--- src/rtl/pattern_resp_compactor.sv ---
// pattern_resp_compactor
// Response compaction for the merged pattern netlists. The nine pattern
// outputs are folded into a 16-bit MISR over a programmable window, and the
// cycles in which the response changed are counted. Results are handed off
// through a start/done/ack handshake and remain readable until the next run.
//
// Optional build macro: PATTERN_COMPACTOR_PARITY_EN
//   When defined, adds output sig_par, a registered parity bit that always
//   equals the XOR-reduction of the signature output.
module pattern_resp_compactor #(
  parameter int SIG_W = 16,
  parameter int LEN_W = 8,
  parameter int EVT_W = 4
) (
  input  logic             blif_clk_net,
  input  logic             blif_reset_net,
  input  logic [8:0]       resp,
  input  logic             start,
  input  logic [LEN_W-1:0] len,
  input  logic             ack,
  output logic             busy,
  output logic             done,
  output logic [SIG_W-1:0] signature,
  output logic [EVT_W-1:0] event_cnt
`ifdef PATTERN_COMPACTOR_PARITY_EN
  ,
  output logic             sig_par
`endif
);

  // Feedback taps of x^16 + x^12 + x^5 + 1 (CCITT form).
  localparam logic [SIG_W-1:0] POLY     = SIG_W'(16'h1021);
  localparam logic [SIG_W-1:0] SIG_SEED = '1;

  typedef enum logic [1:0] {
    S_IDLE = 2'd0,
    S_CAPT = 2'd1,
    S_DONE = 2'd2
  } state_t;

  state_t           state, state_nxt;
  logic [SIG_W-1:0] sig_q, sig_nxt;
  logic [EVT_W-1:0] evt_q, evt_nxt;
  logic [8:0]       prev_q, prev_nxt;
  logic [LEN_W-1:0] rem_q, rem_nxt;

  // One MISR absorb: shift, conditional feedback, then inject the response.
  function automatic logic [SIG_W-1:0] misr_step(
    input logic [SIG_W-1:0] sig,
    input logic [8:0]       r
  );
    logic [SIG_W-1:0] shifted;
    shifted = {sig[SIG_W-2:0], 1'b0};
    if (sig[SIG_W-1]) begin
      shifted = shifted ^ POLY;
    end
    return shifted ^ SIG_W'(r);
  endfunction

  // Increment that sticks at all-ones instead of wrapping.
  function automatic logic [EVT_W-1:0] sat_inc(input logic [EVT_W-1:0] cnt);
    if (cnt == '1) begin
      return cnt;
    end
    return cnt + EVT_W'(1);
  endfunction

  // Control state register.
  always_ff @(posedge blif_clk_net or negedge blif_reset_net) begin
    if (!blif_reset_net) begin
      state <= S_IDLE;
    end else begin
      state <= state_nxt;
    end
  end

  // Next-state and next-value logic for the whole capture datapath.
  always_comb begin
    state_nxt = state;
    sig_nxt   = sig_q;
    evt_nxt   = evt_q;
    prev_nxt  = prev_q;
    rem_nxt   = rem_q;
    case (state)
      S_IDLE: begin
        if (start) begin
          sig_nxt  = SIG_SEED;
          evt_nxt  = '0;
          prev_nxt = '0;
          rem_nxt  = len;
          // An empty window skips capture and reports the bare seed.
          state_nxt = (len != '0) ? S_CAPT : S_DONE;
        end
      end
      S_CAPT: begin
        sig_nxt = misr_step(sig_q, resp);
        if (resp != prev_q) begin
          evt_nxt = sat_inc(evt_q);
        end
        prev_nxt = resp;
        rem_nxt  = rem_q - LEN_W'(1);
        if (rem_q == LEN_W'(1)) begin
          state_nxt = S_DONE;
        end
      end
      S_DONE: begin
        // start is deliberately not looked at here, even alongside ack.
        if (ack) begin
          state_nxt = S_IDLE;
        end
      end
      default: begin
        state_nxt = S_IDLE;
      end
    endcase
  end

  // Signature, event counter and window bookkeeping; all cleared by reset so
  // an aborted window leaves nothing behind.
  always_ff @(posedge blif_clk_net or negedge blif_reset_net) begin
    if (!blif_reset_net) begin
      sig_q  <= '0;
      evt_q  <= '0;
      prev_q <= '0;
      rem_q  <= '0;
    end else begin
      sig_q  <= sig_nxt;
      evt_q  <= evt_nxt;
      prev_q <= prev_nxt;
      rem_q  <= rem_nxt;
    end
  end

`ifdef PATTERN_COMPACTOR_PARITY_EN
  // Parity is taken from the next value so it lands in the same edge as the
  // signature it describes.
  always_ff @(posedge blif_clk_net or negedge blif_reset_net) begin
    if (!blif_reset_net) begin
      sig_par <= 1'b0;
    end else begin
      sig_par <= ^sig_nxt;
    end
  end
`endif

  assign busy      = (state == S_CAPT);
  assign done      = (state == S_DONE);
  assign signature = sig_q;
  assign event_cnt = evt_q;

endmodule
--- config.mk ---
export PLATFORM = sky130hd
export DESIGN_NAME = pattern_resp_compactor
export DESIGN_NICKNAME = d
export VERILOG_FILES = /design/src/rtl/pattern_resp_compactor.sv
export SDC_FILE = /design/constraint.sdc
export NUM_CORES = 1
export LEC_CHECK = 0
export BUFFER_PORTS_ARGS = -buffer_cell sky130_fd_sc_hd__buf_2
export CAP_MARGIN = 30
export CORE_MARGIN = 4
export CORE_UTILIZATION = 58
export CTS_CLUSTER_DIAMETER = 120
export DETAILED_ROUTE_END_ITERATION = 6
export GPL_ROUTABILITY_DRIVEN = 0
export MAX_ROUTING_LAYER = met4
export PLACE_DENSITY = 0.88
export SLEW_MARGIN = 25
export SYNTH_ARGS = -nofsm -noshare
export SYNTH_HDL_FRONTEND = slang
export SYNTH_SLANG_ARGS = --single-unit
--- constraint.sdc ---
create_clock -name blif_clk_net -period 4.1 [get_ports blif_clk_net]
set_input_delay 1.025 -clock blif_clk_net [delete_from_list [all_inputs] [get_ports blif_clk_net]]
set_output_delay 1.025 -clock blif_clk_net [all_outputs]
set_load 0.02 [all_outputs]
==> impl_metrics.toml <==
[run_status]
outcome = "complete, no violations"

[route]
drt_iter0_drc = 153
ant_nets = 0
drc = 0
drt-total-wl_um = 4370
firstDrtPassIters = 4
wl_per_cell_um = 15.4
vias = 1624
viasPerCell = 5.74

[cts]
path_clk_slew_ns = 0.12
cts_buffer_depth = 2
cts_resized = 0
cts_root_buf = "clkbuf_4"
cts_sinks = 39
cts_tree = "done"
postCtsHoldBufs = 0
cts_setup_buffers = 0
cts_max_level = 2
insertion_delay_ns = 0.35
cts_made_buffers = 5

[placed_design]
placed_cells = 274
port_buffers = 42
dpl.hpwl_um = 3130

[sta]
setup-tns-final_ns = 0
finalCriticalPeriod_ns = 3.02
fin_crit_sh_pct = 73.7
rsz0062_at_grt = "false"
slew_violations = 0
max-slew-margin-rel_pct = 44.5
tightest_slew_ns = 0.832
max_freq_mhz = 331
clock_skew_ns = 0.0106
final-setup-viol-count = 0
final_hold_viol_count = 0

[yosys]
synth_common_cells = "dfrtp_1 (39), nor2_1 (21), a21oi_1 (20)"
synth_area_leaders = "dfrtp_1 (49%), a21oi_1 (5.0%), xnor2_1 (4.8%)"
syn-mean-instance-area_um2 = 10.2
synth_edf_count = 0
yosysTopAreaCell = "dfrtp_1"
yosys_warnings = 0
synth.distinct_cells = 38
ys_ff_latch = 39
synth_most_common_cell = "dfrtp_1"
synth_top_cell_area_share_pct = 49.0
synth_nets = 220
postSynth.asyncResetShare_pct = 100
syn_inst = 196
yosysSeqAreaShare_pct = 49.0
synth_flop_cell = "dfrtp_1"
syn_area_um2 = 1990

[grt]
grt_pass1_vias = 1505
antenna_found_initial = 0
grt_first_pass_wirelength_um = 7210
grt_overflow_total = 0
grt_max_degree = 40
grt_usage_pct = 22.4

[finish]
insertedDiodeCount = 0
area_growth_pct = 14.3
drive_above_1_share_pct = 25.3
fin_cells = 283
nNetsFinal = 260

[critical_path]
crit_required_ns = 3.07
reg2reg_slack_ns = 2.14
cp_data_arrival_time_ns = 1.99
startpoint_type = "flip-flop"
crit_fanout = 30
path_class = "flip-flop to output pin"
end_kind = "output pin"

[floorplan]
initial_core_util_pct = 59.7
die_w_um = 66.6
ios = 43
core-area_um2 = 3340
design.die.area_um2 = 4440
rows = 21
die_h_um = 66.6

[power]
pwr_density_cell_nw_per_um2 = 826
power_w = 0.00188
p_leak_nw = 0.993
ir_worst_vdd_mv = 0.448

[hold_path]
min_path_type = "flip-flop to flip-flop"

[flow_run]
drv_cap = 0
==> logic make-up (layout without fill, tap and decap cells) <==
kind of cell    Yosys count  after routing  synth area share (%)
buf+inv                  17             58                  3.58
fa+ha+maj                 3              3                  1.88
compound gates           56             56                  18.6
flops                    39             39                  49.0
mux                       4              4                  2.01
xor+xnor                 21             21                  9.60
simple gates             56             56                  15.3
==> sequential cells by signal, indices dropped and copies added, names as in the netlist <==
name       flops
state          2
event_cnt      4
prev_q         9
signature     16
rem_q          8
==> critical path, stage by stage (launching register included) <==
cell and delay [ns]:
dfrtp_1 0.68, nand2_2 0.27, inv_2 0.44, buf_2 0.26
==> cells in the final DEF (no fill, tap or decap), types with 6 or more instances in the layout <==
master	instances
nand3_1	6
xnor2_1	11
xor2_1	9
dfrtp_1	39
buf_2	43
a22o_1	9
a21oi_1	20
o22a_1	9
nor2_1	21
o22ai_1	6
nand2_1	7
==> layout make-up <==
class / count / area, um2
inverter: 6 / 22.5
multi-input combinational: 140 / 946
clock inverter: 2 / 12.5
sequential: 39 / 976
timing repair buffer: 44 / 223
fill: 280 / 1060
clock buffer: 6 / 41.3
tap: 46 / 57.6
==> through the flow <==
step           hold slack (ns)  utilization (%)  area, um2  worst slack [ns]
2_1_floorplan            0.485                -       1990              1.86
3_3_place_gp             0.503             66.5       2220              1.54
3_5_place_dp             0.501             66.5       2220              1.48
4_1_cts                  0.537             68.1       2270              1.08
5_1_grt                  0.555             68.3       2280             0.922
6_report                 0.536             68.3       2280              1.08
==> power breakdown <==
group	total [W]	internal [W]	switching, W	leakage [nW]
logic	0.000916	0.000388	0.000528	0.518
registers	0.000774	0.000565	0.000209	0.446
clock network	0.000192	0.0000662	0.000125	0.0282
==> worst paths after layout <==
kind / from / end / depth (start not counted)
min in group asynchronous: blif_reset_net / rem_q[3] / 1
worst max-delay path: state[0] / busy / 3
max in group asynchronous: blif_reset_net / signature[12] / 1
worst min-delay path: signature[13] / signature[13] / 1
worst min register to register: signature[13] / signature[13] / 1
worst max register to register: state[0] / event_cnt[0] / 4
==> per-layer routing <==
layer  wire (um)  global-route usage, %  up-vias
met3         237                   4.38        7
met5           0                      -        -
met1        1950                   30.5      778
met2        2120                   32.9       55
met4          64                   8.88        0
li1            -                      -      784
Power figures use the tool's default switching activity.
